File: src/rtl/eight_queen_pkg.sv
// Shared definitions for the eight_queen solver and its solution checker:
// board geometry, checker error codes and checker states.
package eight_queen_pkg;

  localparam int unsigned N         = 8;
  localparam int unsigned IDX_W     = $clog2(N);
  localparam int unsigned NUM_PAIRS = N * (N - 1) / 2;

  localparam logic [1:0] ERR_OK     = 2'b00;
  localparam logic [1:0] ERR_ONEHOT = 2'b01;
  localparam logic [1:0] ERR_COL    = 2'b10;
  localparam logic [1:0] ERR_DIAG   = 2'b11;

  typedef enum logic [1:0] {
    S_COLLECT,
    S_CHECK,
    S_REPORT
  } chk_state_e;

  // Column distance as an unsigned compare-and-swap subtraction.
  function automatic logic [IDX_W-1:0] abs_diff(input logic [IDX_W-1:0] x,
                                                input logic [IDX_W-1:0] y);
    return (x > y) ? (x - y) : (y - x);
  endfunction

endpackage

File: src/rtl/queen_solution_checker_onehot.sv
// Converts a one-hot column mask to a column index; zero-hot and multi-hot
// masks are flagged as not one-hot.
module onehot_to_index
  import eight_queen_pkg::*;
(
  input  logic [N-1:0]     mask,
  output logic [IDX_W-1:0] index,
  output logic             is_onehot
);

  logic [IDX_W:0] ones;

  always_comb begin
    index = '0;
    ones  = '0;
    for (int unsigned i = 0; i < N; i++) begin
      if (mask[i]) begin
        index = index | IDX_W'(i);
        ones  = ones + (IDX_W + 1)'(1);
      end
    end
    is_onehot = (ones == (IDX_W + 1)'(1));
  end

endmodule

File: config.mk
export PLATFORM = sky130hd
export DESIGN_NAME = onehot_to_index
export DESIGN_NICKNAME = d
export VERILOG_FILES = /design/src/rtl/eight_queen_pkg.sv /design/src/rtl/queen_solution_checker_onehot.sv
export SDC_FILE = /design/constraint.sdc
export NUM_CORES = 1
export LEC_CHECK = 0
export CORE_UTILIZATION = 35
export DETAILED_ROUTE_END_ITERATION = 12
export PLACE_DENSITY = 0.6
export SYNTH_ARGS = -nofsm -noshare
export SYNTH_HDL_FRONTEND = slang
export SYNTH_SLANG_ARGS = --single-unit
File: constraint.sdc
create_clock -name vclk -period 6.1
set_clock_uncertainty 0.1 [all_clocks]
set_input_delay 1.22 -clock vclk [all_inputs]
set_output_delay 1.22 -clock vclk [all_outputs]
set_load 0.005 [all_outputs]
==> results of run 1 <==
[metrics by stage]
step	util	hold slack [ns]	setup TNS [ns]
2_1_floorplan	-	2.429	0
3_3_place_gp	0.5807	3.501	-0.7663
3_5_place_dp	0.5807	3.515	-0.8312
4_1_cts	0.6248	3.249	0
5_1_grt	0.6407	3.164	-0.03954
6_report	0.6407	3.123	0
[tightest hold or removal path, stage by stage]
cell and delay, ns:
clkbuf_2 0.10, buf_4 0.11, or4_1 0.09, clkdlybuf4s50_1 0.49
[cell families (layout without fill, tap and decap cells)]
family | after synthesis | count (layout) | share of synthesized area
compound gates | 14 | 14 | 0.1831
xor+xnor | 10 | 10 | 0.2578
fa+ha+maj | 7 | 7 | 0.1687
buf+inv | 8 | 39 | 0.07952
simple gates | 30 | 30 | 0.3109
[metal layers]
metal  up-vias  track usage  wire length, um
met5         -            0                0
met1       274       0.2410              665
met3         0            0               27
met2         8       0.3016              642
li1        313            -                -
met4         0            0                0
[synth_stat cells (2+ instances only)]
library cell | n | area [um2]
a21oi_1 | 4 | 20.02
a31oi_1 | 2 | 12.51
clkbuf_1 | 2 | 7.510
ha_1 | 7 | 87.58
inv_1 | 4 | 15.01
nand2_1 | 9 | 33.78
nand3_1 | 2 | 10.01
nor2_1 | 7 | 26.28
nor3_1 | 2 | 10.01
o31ai_1 | 2 | 15.01
or4_1 | 2 | 15.01
xor2_1 | 6 | 52.55
xor3_2 | 2 | 50.05
[cells in the final DEF (no fill, tap or decap), types with 2 or more instances in the layout]
master,instances
a21oi_1,3
a31oi_1,2
buf_4,23
clkbuf_2,3
clkdlybuf4s50_1,8
ha_1,3
ha_2,2
ha_4,2
inv_2,4
nand2_1,9
nand3_1,2
nor2_1,5
nor2_2,2
nor3_1,2
or4_1,2
xor2_1,6
xor3_2,2
[layout make-up]
class / instances / area share
Timing Repair Buffer: 35 / 0.3192
Multi-Input combinational cell: 61 / 0.6413
Inverter: 4 / 0.01757
Tap cell: 15 / 0.02196
[power by group]
group	total, mW	switching (mW)	internal [mW]
clock network	0	0	0
registers	0	0	0
logic	0.149	0.0663	0.0822
[worst max-delay path by stage]
stage                end  slack, ns  depth (start not counted)
2_1_floorplan  is_onehot       0.20                         18
3_3_place_gp   is_onehot      -0.77                         20
3_5_place_dp   is_onehot      -0.83                         20
4_1_cts        is_onehot       0.02                         21
5_1_grt        is_onehot      -0.04                         21
6_report       is_onehot       0.21                         18
[what timing repair did]
action / in CTS / in global routing
hold buffers: 0 / 0
resized for setup: 17 / 12
pin swaps: 7 / 6
setup endpoints to repair: 1 / 1
endpoints found under the hold margin: 0 / 0
setup buffers: 3 / 1
==> out/results.tsv, run 1 <==
metric	value	unit
status	finished clean	
io_buffers	12	
seq_cells	0	
dpl.hpwl	1054	um
synth-seq-area-share	0	
dp_slack	-0.8312	ns
max_freq	0.1697	GHz
period_needed	5.893	ns
required	4.78	ns
cp_cell_sequence	clkbuf_2 > inv_2 > ha_4 > buf_4 > xor3_2 > ha_1 > nor2b_2 > nor2_1 > ha_1 > a22o_1 > ha_1 > inv_2 > a21oi_2 > ha_2 > a211oi_2 > nor3_1 > nor4_2 > buf_2	
yosysWarnings	0	
grt_first_pass_wirelength	1918	um
powerDensity	173.8	nW/um2
p_leak	0.3949	nW
track_usage	0.1699	
fill_cells	119	
ys_types	31	
via_per_inst	5.174	
power	148.5	uW
cp-start-kind	input port	
tightest_slew	0.3693	ns
nNetsFinal	117	
drv_slew	0	
final-setup-viol-count	0	
min_path_cells	4	
worst_slack	0.2066	ns
cpMostUsedCell	ha_1	
first_pass_iters	4	
path_buf_inv	5	
multi_input_area	548.0	um2
end_kind	primary output	
antenna_left	0	
core	1334	um2
crit_slowest_cell	xor3_2	
io_pins	12	
synth_nets	84	
dp.cells	111	
routed_wl	1336	um
vdd_drop_max	0.1122	mV
cp.arrival	4.57	ns
area_growth	64.58	%
die_x	40.52	um
worstHoldEndpoint	index[0]	
antenna_cells	0	
min-delay-start	mask[1]	
synth_cells	69	
worstPathMaxFanout	4	
max_stage_delay	0.43	ns
nClkBuffers	0	
maxCapViolCount	0	
seqCellArea	0	um2
grt_remaining_overflow	0	
drt_iter0_markers	8	
drive_gt1_frac	0.4800	
critPathKind	in2out	
final_area	854.6	um2
worstHoldPathType	in2out	
place_congestion	0.7789	
antenna_found_initial	0	
initial_utilization	0.3893	
critPathLaunch	mask[0]	
row_count	13	
wire_per_inst	11.62	um
drc	0	
synth_area	519.2	um2
die_h	40.52	um
cp_top_family	adder cells	
dieArea	1641	um2
stdcell_count	115	
dpl_cell_area	774.5	um2
grt_pass1_vias	462	
final.period_utilization	0.9661	
vias	595	
avgSynthCellArea	7.525	um2
hold_viol	0	
grt_start_max_net_pins	12	
relSlewSlack	0.7530	
No activity file was read; power rests on OpenSTA's default activity.
==> run 2: changes to the inputs <==
--- a/config.mk
+++ b/config.mk
@@ -5,9 +5,11 @@
 export SDC_FILE = /design/constraint.sdc
 export NUM_CORES = 1
 export LEC_CHECK = 0
+export CORE_MARGIN = 2
 export CORE_UTILIZATION = 35
 export DETAILED_ROUTE_END_ITERATION = 12
 export PLACE_DENSITY = 0.6
+export SLEW_MARGIN = 10
 export SYNTH_ARGS = -nofsm -noshare
 export SYNTH_HDL_FRONTEND = slang
 export SYNTH_SLANG_ARGS = --single-unit
==> out/results.tsv, run 2 (synthesis results as in run 1) <==
metric	value	unit
vias	596	
drv_slew	0	
power	173.6	uW
dpl.hpwl	942.8	um
routed_wl	1303	um
track_usage	0.1391	
worstHoldEndpoint	index[1]	
antenna_left	0	
seqCellArea	0	um2
io_buffers	12	
tightest_slew	0.3609	ns
required	4.78	ns
row_count	13	
place_congestion	0.7922	
core	1350	um2
utilization	0.6923	
cp_top_family	adder cells	
relSlewSlack	0.7587	
min_path_cells	3	
whs	3.215	ns
wire_per_inst	11.23	um
worstPathMaxFanout	4	
crit_slowest_cell	xor3_2	
worst_slack	0.1100	ns
finalSetupTns	0	ns
critPathLaunch	mask[1]	
dp.cells	110	
final_area	934.6	um2
critPathKind	in2out	
p_leak	0.4144	nW
grt_pass1_vias	479	
worstHoldPathType	in2out	
die_h	42.52	um
first_pass_iters	4	
powerDensity	185.7	nW/um2
path_buf_inv	5	
hold_viol	0	
vdd_drop_max	0.09211	mV
dp_slack	-0.7828	ns
stdcell_count	116	
max_stage_delay	0.46	ns
final.period_utilization	0.9820	
grt_first_pass_wirelength	2083	um
cpMostUsedCell	ha_4	
period_needed	5.990	ns
final-setup-viol-count	0	
dieArea	1808	um2
final_common_cell	buf_4	
drive_gt1_frac	0.4950	
cp_cell_sequence	dlygate4sd2_1 > inv_2 > ha_4 > buf_4 > xor3_2 > ha_4 > nor2b_4 > nor2_1 > ha_1 > a22o_1 > ha_1 > inv_2 > a21oi_2 > ha_4 > a211oi_2 > nor3_2 > nor4_2 > buf_2	
area_growth	80.00	%
grt_remaining_overflow	0	
nNetsFinal	118	
status	finished clean	
drc	0	
initial_utilization	0.3846	
nClkBuffers	0	
io_pins	12	
min-delay-start	mask[2]	
maxCapViolCount	0	
via_per_inst	5.138	
cp.arrival	4.67	ns
antenna_cells	0	
cp-start-kind	input port	
mostFrequentLayoutCells	buf_4 (24), nand2_1 (8), clkdlybuf4s50_1 (8), xor2_1 (6)	
antenna_found_initial	0	
max_freq	0.1669	GHz
grt_start_max_net_pins	12	
dpl_cell_area	767.0	um2
die_x	42.52	um
drt_iter0_markers	1	
seq_cells	0	
end_kind	primary output	
## run 2: changes by cell type in the layout (fill, tap and decap cells not counted), sizes merged
cell           change
clkbuf             -2
buf                +1
clkdlybuf4s15      +1
dlygate4sd2        +1
## run 2: timing repair
item | in CTS | in global routing
hold buffers | 0 | 0
resized for setup | 17 | 18
buffers inserted | 5 | 1
endpoints found under the setup margin | 1 | 1
pin swaps | 6 | 10
## run 2: worst max-delay path by stage
stage                           end  cells past startpoint  slack, ns
after detailed placement  is_onehot                     20      -0.78
after global placement    is_onehot                     20      -0.76
after CTS                 is_onehot                     21       0.03
after global routing      is_onehot                     18      -0.04
final                     is_onehot                     18       0.11
after floorplan           is_onehot                     18       0.20
## run 2: cell type report
cell class                 count  area (um2)
timing repair buffer          36       289.0
tap                           15       18.77
multi-input combinational     61       611.8
fill                         105       415.4
inverter                       4       15.01
## run 2: layer usage
metal  vias up  part of all wire  global-route usage
li1        314                 -                   -
met1       270              0.47              0.2031
met2        10              0.50              0.2431
met3         2             0.018                   0
met4         0            0.0046                   0
met5         -                 0                   0
## run 2: report_power, final
group | leakage (nW) | internal (mW) | switching, mW | total [mW]
clock network | 0 | 0 | 0 | 0
logic | 0.414 | 0.0996 | 0.0739 | 0.174
registers | 0 | 0 | 0 | 0
total | 0.414 | 0.0996 | 0.0739 | 0.174
## run 2: tightest hold or removal path, cell delays in order
cell and delay [ns]:
clkbuf_2 0.23, or4_2 0.17, clkdlybuf4s50_1 0.48
